--- config.mk ---
export PLATFORM = sky130hd
export DESIGN_NAME = spi_packet_master
export DESIGN_NICKNAME = d
export VERILOG_FILES = /design/src/rtl/spi_packet_master.sv
export SDC_FILE = /design/constraint.sdc
export NUM_CORES = 1
export LEC_CHECK = 0
export ABC_AREA = 1
export BUFFER_PORTS_ARGS = -buffer_cell sky130_fd_sc_hd__buf_2
export CAP_MARGIN = 20
export CORE_MARGIN = 1.5
export CORE_UTILIZATION = 25
export DETAILED_ROUTE_END_ITERATION = 8
export PLACE_DENSITY = 0.49
export SETUP_SLACK_MARGIN = 0.15
export SYNTH_ARGS = -nofsm -noshare
export SYNTH_HDL_FRONTEND = slang
export SYNTH_SLANG_ARGS = --single-unit
export TNS_END_PERCENT = 30
--- constraint.sdc ---
create_clock -name clk -period 5.45 [get_ports clk]
set_input_delay 0 -clock clk [delete_from_list [all_inputs] [get_ports clk]]
set_output_delay 0 -clock clk [all_outputs]
set_load 0.02 [all_outputs]
--- src/rtl/spi_packet_master.sv ---
// SPI mode-0 master: shifts a PKT_BYTES command packet under one chip-select and captures the reply bytes.
// Latency: cs_n low for 2H + 16H*PKT_BYTES + GAP_CYCLES*(PKT_BYTES-1) cycles (H = cdiv+1), rsp_valid the cycle after.
// Backpressure: pkt_ready is high only in IDLE; offers while busy wait, abort drops the packet in flight.
module spi_packet_master #(
    parameter int PKT_BYTES  = 12,
    parameter int DIV_W      = 8,
    parameter int GAP_CYCLES = 4
) (
    input  logic                   clk,
    input  logic                   rstb,
    input  logic [8*PKT_BYTES-1:0] pkt_in,
    input  logic                   pkt_valid,
    output logic                   pkt_ready,
    input  logic [DIV_W-1:0]       cdiv,
    input  logic                   mlb,
    input  logic                   abort,
    input  logic                   miso,
    output logic                   sck,
    output logic                   cs_n,
    output logic                   mosi,
    output logic [8*PKT_BYTES-1:0] rsp_data,
    output logic                   rsp_valid,
    output logic                   aborted,
    output logic                   busy
);
    localparam int PW = 8 * PKT_BYTES;
    localparam int BW = (PKT_BYTES > 1) ? $clog2(PKT_BYTES) : 1;
    localparam int GW = (GAP_CYCLES > 1) ? $clog2(GAP_CYCLES) : 1;
    localparam logic [BW-1:0] LAST_BYTE = BW'(PKT_BYTES - 1);
    localparam logic [GW-1:0] LAST_GAP  = GW'((GAP_CYCLES > 0) ? GAP_CYCLES - 1 : 0);

    typedef enum logic [2:0] {
        ST_IDLE,
        ST_SETUP,
        ST_SHIFT,
        ST_GAP,
        ST_HOLD,
        ST_DONE,
        ST_ABORT
    } state_t;

    state_t           state;
    logic [PW-1:0]    pkt_sh;     // remaining tx bytes, current byte in the top slot
    logic [7:0]       tx_byte;    // current tx byte, shifted towards the active end
    logic [7:0]       rx_byte;
    logic [DIV_W-1:0] cdiv_r;
    logic             mlb_r;
    logic [DIV_W-1:0] cnt;        // half-period / setup / hold counter
    logic [2:0]       bit_cnt;
    logic [BW-1:0]    byte_idx;
    logic [GW-1:0]    gap_cnt;

    logic [PW-1:0]    pkt_nxt;
    logic [7:0]       rx_next;
    logic             half_done;
    logic             in_flight;

    assign pkt_nxt   = pkt_sh << 8;
    assign rx_next   = mlb_r ? {rx_byte[6:0], miso} : {miso, rx_byte[7:1]};
    assign half_done = (cnt == cdiv_r);
    // DONE/ABORT are already winding down, so abort only acts on the shifting phases
    assign in_flight = (state == ST_SETUP) || (state == ST_SHIFT) ||
                       (state == ST_GAP)   || (state == ST_HOLD);

    // Packet sequencer: handshake, sck generation, tx/rx shifting and completion pulses
    always_ff @(posedge clk or negedge rstb) begin
        if (!rstb) begin
            state     <= ST_IDLE;
            pkt_ready <= 1'b0;
            sck       <= 1'b0;
            cs_n      <= 1'b1;
            mosi      <= 1'b0;
            rsp_data  <= '0;
            rsp_valid <= 1'b0;
            aborted   <= 1'b0;
            busy      <= 1'b0;
            pkt_sh    <= '0;
            tx_byte   <= '0;
            rx_byte   <= '0;
            cdiv_r    <= '0;
            mlb_r     <= 1'b1;
            cnt       <= '0;
            bit_cnt   <= '0;
            byte_idx  <= '0;
            gap_cnt   <= '0;
        end else begin
            rsp_valid <= 1'b0;
            aborted   <= 1'b0;
            if (abort && in_flight) begin
                sck     <= 1'b0;
                cs_n    <= 1'b1;
                mosi    <= 1'b0;
                aborted <= 1'b1;
                state   <= ST_ABORT;
            end else begin
                case (state)
                    ST_IDLE: begin
                        pkt_ready <= 1'b1;
                        if (pkt_valid && pkt_ready) begin
                            pkt_sh    <= pkt_in;
                            tx_byte   <= pkt_in[PW-1 -: 8];
                            cdiv_r    <= cdiv;
                            mlb_r     <= mlb;
                            rx_byte   <= '0;
                            cnt       <= '0;
                            bit_cnt   <= '0;
                            byte_idx  <= '0;
                            cs_n      <= 1'b0;
                            busy      <= 1'b1;
                            pkt_ready <= 1'b0;
                            mosi      <= mlb ? pkt_in[PW-1] : pkt_in[PW-8];
                            state     <= ST_SETUP;
                        end
                    end
                    ST_SETUP: begin
                        if (half_done) begin
                            cnt   <= '0;
                            state <= ST_SHIFT;
                        end else begin
                            cnt <= cnt + 1'b1;
                        end
                    end
                    ST_SHIFT: begin
                        if (!half_done) begin
                            cnt <= cnt + 1'b1;
                        end else if (!sck) begin
                            cnt     <= '0;
                            sck     <= 1'b1;
                            rx_byte <= rx_next;
                        end else begin
                            cnt <= '0;
                            sck <= 1'b0;
                            if (bit_cnt == 3'd7) begin
                                bit_cnt <= '0;
                                for (int i = 0; i < PKT_BYTES; i++) begin
                                    if (byte_idx == BW'(i)) begin
                                        rsp_data[PW-8-8*i +: 8] <= rx_byte;
                                    end
                                end
                                if (byte_idx == LAST_BYTE) begin
                                    state <= ST_HOLD;
                                end else begin
                                    byte_idx <= byte_idx + 1'b1;
                                    pkt_sh   <= pkt_nxt;
                                    tx_byte  <= pkt_nxt[PW-1 -: 8];
                                    mosi     <= mlb_r ? pkt_nxt[PW-1] : pkt_nxt[PW-8];
                                    if (GAP_CYCLES > 0) begin
                                        gap_cnt <= '0;
                                        state   <= ST_GAP;
                                    end
                                end
                            end else begin
                                bit_cnt <= bit_cnt + 3'd1;
                                tx_byte <= mlb_r ? (tx_byte << 1) : (tx_byte >> 1);
                                mosi    <= mlb_r ? tx_byte[6] : tx_byte[1];
                            end
                        end
                    end
                    ST_GAP: begin
                        if (gap_cnt == LAST_GAP) begin
                            cnt   <= '0;
                            state <= ST_SHIFT;
                        end else begin
                            gap_cnt <= gap_cnt + 1'b1;
                        end
                    end
                    ST_HOLD: begin
                        if (half_done) begin
                            cnt       <= '0;
                            cs_n      <= 1'b1;
                            mosi      <= 1'b0;
                            rsp_valid <= 1'b1;
                            state     <= ST_DONE;
                        end else begin
                            cnt <= cnt + 1'b1;
                        end
                    end
                    ST_DONE, ST_ABORT: begin
                        busy      <= 1'b0;
                        pkt_ready <= 1'b1;
                        state     <= ST_IDLE;
                    end
                    default: state <= ST_IDLE;
                endcase
            end
        end
    end

endmodule
Word level (Yosys, flattened, before mapping)

Index checks and enable logic that the tools add are counted.

Register bits: 236
Word-level logic and storage cells: 188
Output and inout bits: 103
Input port bits: 110

$add $sub $neg: 4
Bitwise gates (word level): 1
Muxes and demuxes: 75
Reductions and logical operators: 42
Eq/ne operators: 37

Operator list:

| cell                                          | count |
|---|---|
| 2-to-1 mux 88 bit                             | 5 |
| one-hot mux 88 bit (2 select lines)           | 1 |
| 2-to-1 mux 8 bit                              | 12 |
| AND reduction 6 bit                           | 14 |
| 2-to-1 mux 3 bit                              | 13 |
| one-hot mux 8 bit (2 select lines)            | 2 |
| one-hot mux 8 bit (3 select lines)            | 1 |
| 2-to-1 mux 1 bit                              | 23 |
| AND reduction 7 bit                           | 3 |
| 2-to-1 mux 4 bit                              | 5 |
| == test 4 x 3 -> 1 bit, second input constant | 4 |
| == test 4 bit, second input constant          | 4 |
| one-hot mux 3 bit (5 select lines)            | 1 |
| == test 3 bit, second input constant          | 4 |
| != test 2 bit, second input constant          | 6 |
| != test 3 x 2 -> 1 bit, second input constant | 4 |
| 2-to-1 mux 2 bit                              | 5 |
| AND reduction 5 bit                           | 2 |
| nonzero test 2 bit                            | 5 |
| AND reduction 3 bit                           | 3 |
| adder 8 x 1 -> 8 bit, second input constant   | 1 |
| == test 4 x 2 -> 1 bit, second input constant | 2 |
| == test 8 bit                                 | 1 |
| one-hot mux 4 bit (2 select lines)            | 1 |
| other kinds (26)                              | 37 |

Longest topological paths before layout

Word-level depth: 7
Gate-level depth with buffers: 14
Gate-level depth less buffers: 12

Least setup slack after synthesis

No wires, ideal clock.

Path type: register to register
Start point: register bit_cnt[0]
End point: register mosi
Arrival time: 1.784 ns
Library setup time: 0.065 ns
Clock period less this slack: 1.848 ns
Path buffers: 1
Data required time: 5.385 ns
Setup slack: 3.602 ns
Cell stages (with the launch flop): 13
Cells stage by stage: dfrtp_1 ha_1 ha_1 inv_1 clkbuf_1 nand2_1 inv_1 nand2_1 o211ai_1 nand2_1 a21oi_1 nand2_1 nand2_1

Word-level cells in the longest chain between the ends: 6
Elaborated cells on any way between the ends: 8
Those cells by class: eq/ne (2); mux (5); reduce/logical (1)

Ends and longest elaborated chain:

| what                               | line | source |
|---|---|---|
| start: declaration                 | 49   | `logic [2:0] bit_cnt;` |
| start signal: assignment           | 153  | `bit_cnt <= bit_cnt + 3'd1;` |
| == test 3 bit (*)                  | 133  | `if (bit_cnt == 3'd7) begin` |
| 2-to-1 mux 1 bit                   | 133  |  |
| 2-to-1 mux 1 bit                   | 126  | `end else if (!sck) begin` |
| 2-to-1 mux 1 bit                   | 124  | `if (!half_done) begin` |
| one-hot mux 1 bit (3 select lines) | 96   | `case (state)` |
| 2-to-1 mux 1 bit                   | 89   | `if (abort && in_flight) begin` |
| end signal: assignment             | 111  | `mosi <= mlb ? pkt_in[PW-1] : pkt_in[PW-8];` |
| end signal: assignment             | 146  | `mosi <= mlb_r ? pkt_nxt[PW-1] : pkt_nxt[PW-8];` |
| end signal: assignment             | 155  | `mosi <= mlb_r ? tx_byte[6] : tx_byte[1];` |
| end: declaration                   | 20   | `output logic mosi,` |

Mark *: on every way between the ends. The rest lies on a longest branch, timed or not. The select of a mux whose other input is x is not followed.
A chain may end at the register's enable or synchronous reset.

Worst setup path in the final report

Start point: register state[0]
End point: register pkt_sh[87]

Word-level cells in the longest chain between the ends: 7
Elaborated cells on any way between the ends: 18
Those cells by class: eq/ne (9); mux (1); bitwise (1); reduce/logical (7)

Ends and longest elaborated chain:

| what                                                                    | line   | source |
|---|---|---|
| start: declaration                                                      | 42     | `state_t state;` |
| start signal: assignment                                                | 68     | `state <= ST_IDLE;` |
| start signal: assignment                                                | 94     | `state <= ST_ABORT;` |
| start signal: assignment                                                | 112    | `state <= ST_SETUP;` |
| == test 3 x 1 -> 1 bit / == test 3 x 2 -> 1 bit (equally long branches) | 62, 96 |  |
| logical OR 1 bit (2 in series)                                          | 62     | `assign in_flight = (state == ST_SETUP) \|\| (state == ST_SHIFT) \|\|` |
| logical OR 1 bit                                                        | 63     | `(state == ST_GAP) \|\| (state == ST_HOLD);` |
| logical AND 1 bit                                                       | 89     |  |
| inverter 1 bit (no source line)                                         | -      |  |
| AND reduction 7 bit (no source line)                                    | -      |  |
| end signal: assignment                                                  | 100    | `pkt_sh <= pkt_in;` |
| end signal: assignment                                                  | 144    | `pkt_sh <= pkt_nxt;` |
| end: declaration                                                        | 43     | `logic [PW-1:0] pkt_sh;` |

Several ways; a longest one is shown, not always the timed one.

==> summary.md <==
| Metric | Value |
|---|---|
| Area of all placed cells without fillers | 14390 µm² |
| Achievable clock frequency | 307.9 MHz |
| Number of buffer and inverter instances along the worst setup path | 2 |
| Clock tree from TritonCTS | built |
| Slowest stage delay, CP | 0.75 ns |
| Cell type of the slowest stage on the worst timing path | sky130_fd_sc_hd__buf_4 |
| Fraction of final layout cells sized beyond drive strength 1 | 0.1670 |
| Layout Area Growth over Synthesis | 34.26% |
| Pwr dens | 483.1 nW/µm² |
| Core Box Area | 42130 µm² |
| Crit end category | flip-flop |
| Final slew viol count | 0 |
| Share of flip-flops with an asynchronous set or reset | 1.000 |
| Number of vias per cell | 4.359 |
| Maximum number of pins on one net before global-route repair | 145 |
| I/O Buffers | 212 |
| Hpwl dp | 20990 µm |
| Unrepaired setup endpoints after global routing | false |
| Sw Ratio | 0.3862 |
| Critical path class | flip-flop to flip-flop |
| Main synth FF type | sky130_fd_sc_hd__dfrtp_1 |
| Global-route wire length before repair | 51720 µm |
| Share of power burned in the clock network | 0.295 |
| Synth top area share | 0.5465 |
| Deepest level of the CTS H-tree | 1 |
| Die extent in x | 210.0 µm |
| Cell count of the worst reg-to-reg path | 10 |
| Placement row count | 75 |
| Net count after synthesis | 1489 |
| Antenna violations before repair | 0 |
| Number of buffers on the longest clock path | 3 |
| Die Area | 44110 µm² |
| TNS Setup | 0 ns |
| DRT Wirelength | 32680 µm |
| Capturing point of the worst reg2reg path | pkt_sh[87] |
| Reg-to-reg startpoint | state[0] |
| Worst reg-to-reg setup slack | 2.20 ns |
| Maxcap violations | 0 |
| Library cell with the highest instance count after synthesis | sky130_fd_sc_hd__nand2_1 |
| Routed vias | 9685 |
| Final count of hold timing violations | 0 |
| Placement Setup Slack | 2.209 ns |
| Antenna diode count | 0 |
| Average footprint of a synthesized cell | 7.815 µm² |
| Crit-path max FO | 98 |
| Max-slew headroom at the worst pin | 0.2916 |
| Slew at the pin closest to its max-slew limit | 1.063 ns |
| Syn Inst Count | 1371 |
| Cell Area, Placed | 12240 µm² |
| Max IR drop VDD | 0.3017 mV |
| Largest delay share family, worst path | simple AND/OR/NAND/NOR gates |
| Wirelength per Cell | 14.71 µm |
| I/O pin count | 213 |
| CTS Buf Count | 29 |
| First-iteration detailed-routing DRC count | 645 |
| Proportion of power drawn by combinational gates | 0.345 |
| Setup WS post-layout | 2.202 ns |
| Worst path required time | 5.88 ns |
| Leading area contributor after synthesis | sky130_fd_sc_hd__dfrtp_1 |
| Number of clock sinks | 236 |
| Worst hold-check path type | input port to async pin |
| Clock transition at the registers of the reported paths | 0.06 ns |
| Flops & latches, synth | 236 |
| Net switching power figure | 2684 µW |
| Count of TritonRoute iterations in the first routing pass | 5 |
| Top area cells in the synthesized netlist | sky130_fd_sc_hd__dfrtp_1 (55%), sky130_fd_sc_hd__nand2_1 (25%), sky130_fd_sc_hd__o21ai_0 (5.7%) |
| Total Nets Final | 1782 |
| Syn. warnings | 0 |
| Number of flops mapped to enable cells by yosys | 0 |
| CTS Root Cell | sky130_fd_sc_hd__clkbuf_16 |
| Post-route DRC | 0 |
| Total gr overflow | 0 |
| Chain of cells forming the critical path | nor2_4 > nand2_4 > buf_4 > nor2_1 > inv_1 > nand2_1 > nor2_4 > nand2_4 > nand2_1 > nand2_1 |
| Initial core utilization | 0.2543 |
| Clock latency on the worst-skew pair | 0.56 ns |
| Number of nets with antenna violations after detailed routing | 0 |
| Tot GR Track Use | 0.1462 |
| Sequential cell fraction of total power | 0.361 |
| Crit-path most repeated cell | sky130_fd_sc_hd__nand2_1 |
| Syn Std Cell Area | 10710 µm² |
| Post-cts resize count | 0 |
| Top cells by instance count after synthesis | sky130_fd_sc_hd__nand2_1 (718), sky130_fd_sc_hd__dfrtp_1 (234), sky130_fd_sc_hd__o21ai_0 (123) |
| Die Ht | 210.0 µm |
| Via count of the first global-routing pass | 9461 |
| Final clock skew | 0.02304 ns |
| Final Setup Violations | 0 |
| Outcome | finished, final reports clean |
| Post-route clock period utilization | 0.5960 |
| Data arrival time of the critical path | 3.68 ns |
| Internal | 4265 µW |
| Seq/Total Area, Yosys | 0.5514 |
| Critical path launch point type | flip-flop |
| Number of distinct standard cells referenced by the synthesized netlist | 31 |
| Total leakage power | 0.007622 µW |
| Minimum period implied by the final worst setup slack | 3.248 ns |
| Final weighted congestion in routability-driven placement | 0.8229 |
==> through the flow <==
stage / utilization / hold WS [ns] / instances / power (µW)
6_report: 0.3414 / 0.05573 / 2222 / 6949
5_1_grt: 0.3414 / 0.09550 / 2222 / 7514
4_1_cts: 0.3414 / 0.07018 / 2222 / 7070
3_5_place_dp: 0.2904 / 0.06827 / 2058 / 4901
3_3_place_gp: 0.2904 / 0.07136 / 2058 / 4860
2_1_floorplan: - / -0.2956 / 1371 / 4224
==> metal layers <==
layer  GRT usage  wire, µm  up-vias
li1            -         -     4897
met1      0.2083     15910     4503
met2      0.2331     14680      248
met3     0.02667      1598       37
met4     0.02704       486        0
met5           0         0        -
==> layout make-up <==
type                            count  area [µm²]
Fill cell                        4432       27750
Sequential cell                   236        5908
Multi-Input combinational cell   1008        4317
Timing Repair Buffer              330        2255
Clock buffer                       41       830.8
Tap cell                          539       674.4
Inverter                           59       222.7
Clock inverter                      9       177.7
==> power by group through the flow <==
stage	clock, µW	combinational [µW]	sequential [µW]
6_report	2050	2390	2510
5_1_grt	2180	2780	2560
3_3_place_gp	0	2340	2520
3_5_place_dp	0	2370	2530
4_1_cts	2120	2450	2510
2_1_floorplan	0	1780	2450
==> repair_timing <==
item | 4_1_cts | 5_1_grt
buffers inserted | 0 | 0
hold endpoints to repair | 204 | 0
hold buffers | 114 | 0
==> worst max-delay path by stage <==
stage                from    endpoint  cells after the start
6_report         state[0]  pkt_sh[87]                     10
3_3_place_gp     state[0]  pkt_sh[87]                     10
4_1_cts          state[0]   pkt_sh[1]                     10
5_1_grt          state[0]  pkt_sh[87]                     10
3_5_place_dp     state[0]   pkt_sh[7]                     10
2_1_floorplan  bit_cnt[0]        mosi                     12
==> cells in the final DEF (no fill, tap or decap), drive strengths merged <==
| master | synthesis | routed |
|---|---|---|
| a21boi | 3 | 3 |
| a21oi | 25 | 25 |
| a22oi | 9 | 9 |
| buf | 25 | 216 |
| bufinv | 0 | 5 |
| clkbuf | 43 | 41 |
| clkinv | 2 | 6 |
| dfrtp | 234 | 234 |
| dfstp | 2 | 2 |
| dlygate4sd3 | 0 | 114 |
| ha | 8 | 8 |
| inv | 57 | 57 |
| mux2 | 3 | 3 |
| nand2 | 720 | 720 |
| nand3 | 40 | 40 |
| nand4 | 5 | 5 |
| nor2 | 40 | 40 |
| nor3 | 12 | 12 |
| nor3b | 1 | 1 |
| o211ai | 1 | 1 |
| o21ai | 123 | 123 |
| o21bai | 1 | 1 |
| o22ai | 8 | 8 |
| or2 | 2 | 2 |
| xnor2 | 3 | 3 |
| xor2 | 4 | 4 |
==> logic make-up after synthesis <==
logic type	share of synthesized area
xor gates and xnor gates	0.005722
adders and majority gates	0.009343
buffers and inverters	0.04683
AOI/OAI and AO/OA	0.08362
and+or+nand+nor	0.2999
muxes	0.003153
DFF	0.5514
==> worst reg2reg max path: cells and delay by family (launching register included) <==
family                 cells  cell delay [ns]
DFF                        1             0.53
and+or+nand+nor            8             1.74
buffers and inverters      2             0.84
==> state kept, by name, indices dropped and copies added (netlist names), 2 cells and up <==
signal,count
rx_byte,8
state,3
rsp_data,96
byte_idx,4
gap_cnt,2
bit_cnt,3
tx_byte,8
cnt,8
cdiv_r,8
pkt_sh,88
Power figures use the tool's default switching activity.
